<file path="src/rtl/agex_hazard_ctrl_pkg.sv">
`default_nettype none
// ============================================================================
// Module  : agex_hazard_ctrl_pkg
// Purpose : Shared constants for the DE/AGEX hazard controller: register
//           index width, scoreboard saturation value and FSM encodings.
// Ports   : none (package)
// Revision: 1.0 - initial release
// ============================================================================
package agex_hazard_ctrl_pkg;

  localparam int REG_IDX_W = 5;
  localparam int DEF_CNT_W = 2;

  // Largest count representable by a scoreboard counter of width w.
  function automatic int cnt_max_f(input int w);
    return (1 << w) - 1;
  endfunction

  localparam int CNT_MAX = cnt_max_f(DEF_CNT_W);

  // Branch sequencing FSM encodings
  localparam logic [1:0] ST_IDLE    = 2'd0;
  localparam logic [1:0] ST_BR_WAIT = 2'd1;
  localparam logic [1:0] ST_FLUSH   = 2'd2;

endpackage
`default_nettype wire

</file>
<file path="src/rtl/agex_hazard_ctrl_if.sv">
`default_nettype none
// ============================================================================
// Module  : agex_hazard_ctrl_if
// Purpose : Bundles the DE, AGEX and WB status signals seen by the hazard
//           controller and the stall/issue/flush controls it returns.
// Ports   : master - pipeline side (drives DE/AGEX/WB status, reads controls)
//           slave  - controller side
// Revision: 1.0 - initial release
// ============================================================================
interface agex_hazard_ctrl_if;
  import agex_hazard_ctrl_pkg::*;

  logic                 de_valid;
  logic [REG_IDX_W-1:0] de_rs1;
  logic [REG_IDX_W-1:0] de_rs2;
  logic                 de_use_rs1;
  logic                 de_use_rs2;
  logic [REG_IDX_W-1:0] de_rd;
  logic                 de_wr_reg;
  logic                 de_is_branch;
  logic                 agex_br_resolve;
  logic                 agex_br_taken;
  logic                 wb_valid;
  logic [REG_IDX_W-1:0] wb_rd;
  logic                 wb_wr_reg;
  logic                 stall_de;
  logic                 issue;
  logic                 flush_fe;
  logic                 busy_br;

  modport master (
    output de_valid, de_rs1, de_rs2, de_use_rs1, de_use_rs2, de_rd, de_wr_reg,
           de_is_branch, agex_br_resolve, agex_br_taken, wb_valid, wb_rd,
           wb_wr_reg,
    input  stall_de, issue, flush_fe, busy_br
  );

  modport slave (
    input  de_valid, de_rs1, de_rs2, de_use_rs1, de_use_rs2, de_rd, de_wr_reg,
           de_is_branch, agex_br_resolve, agex_br_taken, wb_valid, wb_rd,
           wb_wr_reg,
    output stall_de, issue, flush_fe, busy_br
  );

endinterface
`default_nettype wire

</file>
<file path="src/rtl/agex_hazard_ctrl_hazard_scoreboard.sv">
`default_nettype none
// ============================================================================
// Module  : hazard_scoreboard
// Purpose : Per-register count of in-flight writes with lookups for the two
//           source ports and the destination port.
// Ports   : clk, reset        - clock, synchronous active-high reset
//           inc_i/inc_rd_i    - an issued writer of inc_rd_i
//           dec_i/dec_rd_i    - a retiring writer of dec_rd_i
//           rs1_i/rs2_i/rd_i  - lookup indices
//           busy_rs1_o/busy_rs2_o - source has an outstanding write
//           full_rd_o         - destination counter saturated
// Config  : AGEX_HAZARD_WB_BYPASS_EN - a source whose only outstanding write
//           retires this cycle is not reported busy.
// Revision: 1.0 - initial release
// ============================================================================
module hazard_scoreboard
  import agex_hazard_ctrl_pkg::*;
#(
  parameter int NUM_REGS = 32,
  parameter int CNT_W    = 2
) (
  input  wire logic                 clk,
  input  wire logic                 reset,
  input  wire logic                 inc_i,
  input  wire logic [REG_IDX_W-1:0] inc_rd_i,
  input  wire logic                 dec_i,
  input  wire logic [REG_IDX_W-1:0] dec_rd_i,
  input  wire logic [REG_IDX_W-1:0] rs1_i,
  input  wire logic [REG_IDX_W-1:0] rs2_i,
  input  wire logic [REG_IDX_W-1:0] rd_i,
  output logic                      busy_rs1_o,
  output logic                      busy_rs2_o,
  output logic                      full_rd_o
);

  localparam logic [CNT_W-1:0] C_CNT_FULL = CNT_W'(cnt_max_f(CNT_W));

  logic [CNT_W-1:0] cnt_q [NUM_REGS];
  logic [CNT_W-1:0] cnt_d [NUM_REGS];

  // x0 is never tracked; its counter stays at zero.
  always_comb begin
    for (int i = 0; i < NUM_REGS; i++) begin
      cnt_d[i] = cnt_q[i];
      if (i != 0) begin
        if (inc_i && inc_rd_i == REG_IDX_W'(i) &&
            !(dec_i && dec_rd_i == REG_IDX_W'(i))) begin
          cnt_d[i] = cnt_q[i] + CNT_W'(1);
        end else if (dec_i && dec_rd_i == REG_IDX_W'(i) &&
                     !(inc_i && inc_rd_i == REG_IDX_W'(i)) &&
                     cnt_q[i] != '0) begin
          cnt_d[i] = cnt_q[i] - CNT_W'(1);
        end
      end
    end
  end

  always_ff @(posedge clk) begin
    if (reset) begin
      cnt_q <= '{default: '0};
    end else begin
      cnt_q <= cnt_d;
    end
  end

`ifdef AGEX_HAZARD_WB_BYPASS_EN
  // The register file writes before it reads, so the last outstanding write
  // retiring this cycle is already visible to the reader.
  assign busy_rs1_o = (cnt_q[rs1_i] != '0) &&
                      !(cnt_q[rs1_i] == CNT_W'(1) && dec_i && dec_rd_i == rs1_i);
  assign busy_rs2_o = (cnt_q[rs2_i] != '0) &&
                      !(cnt_q[rs2_i] == CNT_W'(1) && dec_i && dec_rd_i == rs2_i);
`else
  assign busy_rs1_o = (cnt_q[rs1_i] != '0);
  assign busy_rs2_o = (cnt_q[rs2_i] != '0);
`endif

  assign full_rd_o = (cnt_q[rd_i] == C_CNT_FULL);

endmodule
`default_nettype wire

</file>
<file path="src/rtl/agex_hazard_ctrl.sv">
`default_nettype none
// ============================================================================
// Module  : agex_hazard_ctrl
// Purpose : DE->AGEX issue control. Stalls DE on RAW hazards, on a saturated
//           destination counter and while a branch/jump is outstanding; holds
//           flush_fe for FLUSH_CYCLES cycles after a taken redirect.
// Ports   : clk, reset - clock, synchronous active-high reset
//           bus        - agex_hazard_ctrl_if.slave (DE/AGEX/WB status in,
//                        stall_de/issue/flush_fe/busy_br out)
// Config  : AGEX_HAZARD_WB_BYPASS_EN - allow issue in the same cycle WB
//           retires the last outstanding write of a source register.
// Revision: 1.0 - initial release
// ============================================================================
module agex_hazard_ctrl
  import agex_hazard_ctrl_pkg::*;
#(
  parameter int NUM_REGS     = 32,
  parameter int CNT_W        = 2,
  parameter int FLUSH_CYCLES = 2
) (
  input  wire logic         clk,
  input  wire logic         reset,
  agex_hazard_ctrl_if.slave bus
);

  localparam int FC_W = (FLUSH_CYCLES < 2) ? 1 : $clog2(FLUSH_CYCLES + 1);

  logic [1:0]      state_q, state_d;
  logic [FC_W-1:0] flush_cnt_q, flush_cnt_d;

  logic busy_rs1, busy_rs2, full_rd;
  logic raw_hazard, waw_full, stall, iss, inc_en, dec_en;

  hazard_scoreboard #(
    .NUM_REGS (NUM_REGS),
    .CNT_W    (CNT_W)
  ) u_scoreboard (
    .clk        (clk),
    .reset      (reset),
    .inc_i      (inc_en),
    .inc_rd_i   (bus.de_rd),
    .dec_i      (dec_en),
    .dec_rd_i   (bus.wb_rd),
    .rs1_i      (bus.de_rs1),
    .rs2_i      (bus.de_rs2),
    .rd_i       (bus.de_rd),
    .busy_rs1_o (busy_rs1),
    .busy_rs2_o (busy_rs2),
    .full_rd_o  (full_rd)
  );

  assign raw_hazard = (bus.de_use_rs1 && bus.de_rs1 != '0 && busy_rs1) ||
                      (bus.de_use_rs2 && bus.de_rs2 != '0 && busy_rs2);
  assign waw_full   = bus.de_wr_reg && bus.de_rd != '0 && full_rd;
  assign stall      = bus.de_valid && (raw_hazard || waw_full || state_q != ST_IDLE);
  assign iss        = bus.de_valid && !stall;
  assign inc_en     = iss && bus.de_wr_reg && bus.de_rd != '0;
  assign dec_en     = bus.wb_valid && bus.wb_wr_reg && bus.wb_rd != '0;

  assign bus.stall_de = stall;
  assign bus.issue    = iss;
  assign bus.flush_fe = (state_q == ST_FLUSH);
  assign bus.busy_br  = (state_q != ST_IDLE);

  // Resolves arriving outside BR_WAIT belong to no tracked branch and are dropped.
  always_comb begin
    state_d     = state_q;
    flush_cnt_d = flush_cnt_q;
    case (state_q)
      ST_IDLE: begin
        if (iss && bus.de_is_branch) state_d = ST_BR_WAIT;
      end
      ST_BR_WAIT: begin
        if (bus.agex_br_resolve) begin
          if (bus.agex_br_taken) begin
            state_d     = ST_FLUSH;
            flush_cnt_d = FC_W'(FLUSH_CYCLES);
          end else begin
            state_d = ST_IDLE;
          end
        end
      end
      ST_FLUSH: begin
        // Counter holds the cycles of flush remaining including this one.
        if (flush_cnt_q <= FC_W'(1)) begin
          state_d     = ST_IDLE;
          flush_cnt_d = '0;
        end else begin
          flush_cnt_d = flush_cnt_q - FC_W'(1);
        end
      end
      default: begin
        state_d     = ST_IDLE;
        flush_cnt_d = '0;
      end
    endcase
  end

  always_ff @(posedge clk) begin
    if (reset) begin
      state_q     <= ST_IDLE;
      flush_cnt_q <= '0;
    end else begin
      state_q     <= state_d;
      flush_cnt_q <= flush_cnt_d;
    end
  end

endmodule
`default_nettype wire

</file>
<file path="src/flat_wrapper.sv">
// flat-port wrapper written by rule: the top's interface ports become plain ports
module agex_hazard_ctrl_flat import agex_hazard_ctrl_pkg::*;
#(
  parameter int NUM_REGS     = 32,
  parameter int CNT_W        = 2,
  parameter int FLUSH_CYCLES = 2
)
  (clk, reset, bus_de_valid, bus_de_rs1, bus_de_rs2, bus_de_use_rs1, bus_de_use_rs2, bus_de_rd, bus_de_wr_reg, bus_de_is_branch, bus_agex_br_resolve, bus_agex_br_taken, bus_wb_valid, bus_wb_rd, bus_wb_wr_reg, bus_stall_de, bus_issue, bus_flush_fe, bus_busy_br);
  agex_hazard_ctrl_if bus_i ();
  input  wire logic clk;
  input  wire logic reset;
  input wire logic [$bits(bus_i.de_valid)-1:0] bus_de_valid;
  input wire logic [$bits(bus_i.de_rs1)-1:0] bus_de_rs1;
  input wire logic [$bits(bus_i.de_rs2)-1:0] bus_de_rs2;
  input wire logic [$bits(bus_i.de_use_rs1)-1:0] bus_de_use_rs1;
  input wire logic [$bits(bus_i.de_use_rs2)-1:0] bus_de_use_rs2;
  input wire logic [$bits(bus_i.de_rd)-1:0] bus_de_rd;
  input wire logic [$bits(bus_i.de_wr_reg)-1:0] bus_de_wr_reg;
  input wire logic [$bits(bus_i.de_is_branch)-1:0] bus_de_is_branch;
  input wire logic [$bits(bus_i.agex_br_resolve)-1:0] bus_agex_br_resolve;
  input wire logic [$bits(bus_i.agex_br_taken)-1:0] bus_agex_br_taken;
  input wire logic [$bits(bus_i.wb_valid)-1:0] bus_wb_valid;
  input wire logic [$bits(bus_i.wb_rd)-1:0] bus_wb_rd;
  input wire logic [$bits(bus_i.wb_wr_reg)-1:0] bus_wb_wr_reg;
  output wire logic [$bits(bus_i.stall_de)-1:0] bus_stall_de;
  output wire logic [$bits(bus_i.issue)-1:0] bus_issue;
  output wire logic [$bits(bus_i.flush_fe)-1:0] bus_flush_fe;
  output wire logic [$bits(bus_i.busy_br)-1:0] bus_busy_br;
  assign bus_i.de_valid = bus_de_valid;
  assign bus_i.de_rs1 = bus_de_rs1;
  assign bus_i.de_rs2 = bus_de_rs2;
  assign bus_i.de_use_rs1 = bus_de_use_rs1;
  assign bus_i.de_use_rs2 = bus_de_use_rs2;
  assign bus_i.de_rd = bus_de_rd;
  assign bus_i.de_wr_reg = bus_de_wr_reg;
  assign bus_i.de_is_branch = bus_de_is_branch;
  assign bus_i.agex_br_resolve = bus_agex_br_resolve;
  assign bus_i.agex_br_taken = bus_agex_br_taken;
  assign bus_i.wb_valid = bus_wb_valid;
  assign bus_i.wb_rd = bus_wb_rd;
  assign bus_i.wb_wr_reg = bus_wb_wr_reg;
  assign bus_stall_de = bus_i.stall_de;
  assign bus_issue = bus_i.issue;
  assign bus_flush_fe = bus_i.flush_fe;
  assign bus_busy_br = bus_i.busy_br;
  agex_hazard_ctrl #(.NUM_REGS(NUM_REGS), .CNT_W(CNT_W), .FLUSH_CYCLES(FLUSH_CYCLES)) u_core (.clk(clk), .reset(reset), .bus(bus_i));
endmodule
</file>
<file path="config.mk">
export PLATFORM = sky130hd
export DESIGN_NAME = agex_hazard_ctrl_flat
export DESIGN_NICKNAME = d
export VERILOG_FILES = /design/src/rtl/agex_hazard_ctrl_pkg.sv /design/src/rtl/agex_hazard_ctrl_if.sv /design/src/rtl/agex_hazard_ctrl_hazard_scoreboard.sv /design/src/rtl/agex_hazard_ctrl.sv /design/src/flat_wrapper.sv
export SDC_FILE = /design/constraint.sdc
export NUM_CORES = 1
export LEC_CHECK = 0
export CORE_MARGIN = 8
export CORE_UTILIZATION = 55
export DETAILED_ROUTE_END_ITERATION = 10
export PLACE_DENSITY = 0.75
export SLEW_MARGIN = 20
export SYNTH_ARGS = -nofsm -noshare
export SYNTH_HDL_FRONTEND = slang
export SYNTH_SLANG_ARGS = --single-unit
</file>
<file path="constraint.sdc">
create_clock -name clk -period 10.45 [get_ports clk]
set_input_delay 2.6125 -clock clk [delete_from_list [all_inputs] [get_ports clk]]
set_output_delay 2.6125 -clock clk [all_outputs]
set_load 0.05 [all_outputs]
</file>
==> flow_metrics.env <==
export IMPL_status="finished clean"
export IMPL_finalPower_mw=0.609
export IMPL_dp_cells=868
export IMPL_final_core_util_pct=60.8
export IMPL_cp_top_family="buffers and inverters"
export IMPL_worst_hold_path_type="reg2reg"
export IMPL_overflow=0
export IMPL_cts_hold_buf=0
export IMPL_cts_root_buffer="clkbuf_8"
export IMPL_cts_buffers_inserted=9
export IMPL_area_growth_syn_to_layout_pct=9.07
export IMPL_port_buffers=34
export IMPL_period_share_pct=84.6
export IMPL_worst_slew_margin_rel_pct=20.6
export IMPL_hold_viol=0
export IMPL_drt_total_wl_um=19400
export IMPL_first_iter_violations=870
export IMPL_async_flop_share_pct=0
export IMPL_crit_slowest_cell="clkdlybuf4s50_1"
export IMPL_synthFlopType="dfxtp_1"
export IMPL_drc=0
export IMPL_crit_chain="clkdlybuf4s50_1, inv_2, a211o_1, a31o_2, o211a_1, o211ai_2, nor2_4, a21oi_1, clkdlybuf4s50_1"
export IMPL_core_mm2=0.0102
export IMPL_total_leakage_power_nw=1.80
export IMPL_n_antenna_cell=0
export IMPL_cp_arrival_ns=6.23
export IMPL_max_stage_delay_ns=0.83
export IMPL_start_util_pct=55.8
export IMPL_worst_pin_slew_ns=1.19
export IMPL_die_h_um=118
export IMPL_grt_usage_pct=27.2
export IMPL_finalSetupTns_ns=0
export IMPL_first_pass_iters=5
export IMPL_p_per_area_mw_per_mm2=98.3
export IMPL_end_kind="output pin"
export IMPL_slew_viol_final=0
export IMPL_cp_depth=9
export IMPL_finalClockSkew_ns=0.00895
export IMPL_whs_ns=0.533
export IMPL_rsz0062_at_grt="false"
export IMPL_ir_drop_mv=0.0765
export IMPL_grt_pass1_wl_um=30900
export IMPL_die_w_um=118
export IMPL_reg2reg_slack_ns=6.87
export IMPL_ys_ff_latch=66
export IMPL_rows=37
export IMPL_viasPerCell=7.16
export IMPL_drive_gt1_share_pct=9.66
export IMPL_place_congestion=1.04
export IMPL_syn_nets=765
export IMPL_synth_yosys_seq_area_share_pct=23.3
export IMPL_cts_tree="yes"
export IMPL_wl_per_cell_um=22.0
export IMPL_finalSetupViolCount=0
export IMPL_vias=6304
export IMPL_grt_pass1_vias=6053
export IMPL_drtAntennaViolNets=0
export IMPL_die_area_mm2=0.0138
export IMPL_synth_edf_count=0
export IMPL_r2r_cells=9
export IMPL_cts_resized_gates=0
export IMPL_crit_type="in2out"
export IMPL_yosys_warnings=0
export IMPL_grt_max_degree=79
export IMPL_synthDistinctLibCells=77
export IMPL_startpoint_type="input pin"
export IMPL_clockBufferDepth=2
export IMPL_period_minus_slack_ns=8.84
export IMPL_post_cts_setup_buffer_count=0
export IMPL_holdPathStages=2
export IMPL_syn_area_mm2=0.00568
export IMPL_layout_cells_non_filler=881
export IMPL_clock_latency_ns=0.36
export IMPL_final_net_count=778
export IMPL_max_freq_mhz=113
export IMPL_ios=35
export IMPL_max_cap_viol_count=0
export IMPL_crit_fanout=14
export IMPL_htree_levels=3
export IMPL_critical_path_buf_inv_count=3
export IMPL_antenna_found_initial=0
export IMPL_cts_sinks=66
export IMPL_netlist_instances=730
export IMPL_cpMostUsedCell="clkdlybuf4s50_1"
export IMPL_hpwl_um=14000
export IMPL_syn_area_per_cell_um2=7.78
export IMPL_clkTransAtPathRegs_ns=0.07
export IMPL_worstPathRequired_ns=7.84
-- placed cells by master, fill, tap and decap left out, drive strengths merged, types with 6 or more instances in the layout --
cell type / netlist / layout
a211oi: 15 / 15
a21oi: 30 / 30
a221oi: 23 / 23
a31oi: 28 / 28
a41oi: 6 / 6
and3: 6 / 6
buf: 22 / 10
clkbuf: 19 / 13
clkdlybuf4s50: 0 / 33
dfxtp: 66 / 66
inv: 18 / 18
mux2i: 7 / 7
mux4: 10 / 10
nand2: 76 / 76
nand2b: 7 / 7
nand3: 54 / 54
nand4: 20 / 20
nor2: 51 / 51
nor2b: 11 / 11
nor3: 58 / 58
nor3b: 11 / 11
nor4: 14 / 14
o2111ai: 12 / 12
o211ai: 10 / 10
o21ai: 42 / 42
or3b: 19 / 19
xnor2: 21 / 21
-- cells in the mapped netlist, types with 12 or more instances --
master / instances / area share [%]
a211oi_1: 15 / 2.0
a21oi_1: 30 / 2.6
a221oi_2: 12 / 3.2
a31oi_1: 28 / 3.1
clkbuf_1: 19 / 1.3
dfxtp_1: 66 / 23
inv_1: 17 / 1.1
nand2_1: 76 / 5.0
nand3_1: 53 / 4.7
nand4_1: 20 / 2.2
nor2_1: 50 / 3.3
nor3_1: 49 / 4.3
nor4_1: 12 / 1.3
o21ai_0: 39 / 3.4
or3b_1: 19 / 2.9
xnor2_1: 21 / 3.2
-- final cells by class --
class / count / area [um^2]
tap: 136 / 170
inverter: 19 / 71.3
timing repair buffer: 43 / 403
multi-input combinational: 604 / 4070
fill: 986 / 3990
sequential: 66 / 1320
clock buffer: 13 / 159
-- state kept, by name, summed over array words and instances, names as in the netlist --
register,cells
u_core.u_scoreboard.cnt_q,62
u_core.state_q,2
u_core.flush_cnt_q,2
-- worst paths after layout --
| path | startpoint | to |
|---|---|---|
| max | bus_de_rs2[0] | bus_stall_de |
| min | u_core.flush_cnt_q[0]$_SDFFE_PP0P_ | u_core.flush_cnt_q[0]$_SDFFE_PP0P_ |
| max reg2reg | u_core.state_q[0]$_SDFFE_PP0P_ | u_core.u_scoreboard.cnt_q[49]$_SDFFE_PP0P_ |
| min reg2reg | u_core.flush_cnt_q[0]$_SDFFE_PP0P_ | u_core.flush_cnt_q[0]$_SDFFE_PP0P_ |
-- metal layers --
| metal | wire length (um) | part of all wire (%) | vias to the layer above | GRT usage (%) |
|---|---|---|---|---|
| li1 | - | - | 2886 | - |
| met1 | 7780 | 40 | 2967 | 32.8 |
| met2 | 8990 | 46 | 391 | 44.8 |
| met3 | 1970 | 10 | 60 | 6.86 |
| met4 | 667 | 3.4 | 0 | 12.3 |
| met5 | 0 | 0 | - | 0 |
-- cells by family (layout without fill, tap and decap cells) --
group | Yosys count | count (layout) | synth area share (%)
DFF | 66 | 66 | 23.3
muxes | 19 | 19 | 5.66
buffers and inverters | 60 | 75 | 5.06
adders and majority gates | 4 | 4 | 0.881
AOI/OAI and AO/OA | 211 | 211 | 28.3
and+or+nand+nor | 349 | 349 | 33.6
xor gates and xnor gates | 21 | 21 | 3.24
-- worst min-delay path: cells and delay by family, from the launching register on --
kind | cells | cell delay (ns)
mux | 1 | 0.08
flops | 1 | 0.35
simple gates | 1 | 0.07
-- per-stage QoR --
step	setup slack, ns	instance area, um^2
global route	1.37	6200
floorplan	2.59	5680
CTS	1.63	6200
finish	1.61	6200
detailed placement	1.65	6040
global placement	1.75	6040
-- power breakdown --
| part | switching [mW] | total (mW) | leakage (nW) | internal (mW) |
|---|---|---|---|---|
| clock | 0.0983 | 0.194 | 0.0815 | 0.0955 |
| sequential | 0.00358 | 0.258 | 0.532 | 0.254 |
| combinational | 0.109 | 0.157 | 1.19 | 0.0480 |
| total | 0.211 | 0.609 | 1.80 | 0.398 |
Power figures use the tool's default switching activity.
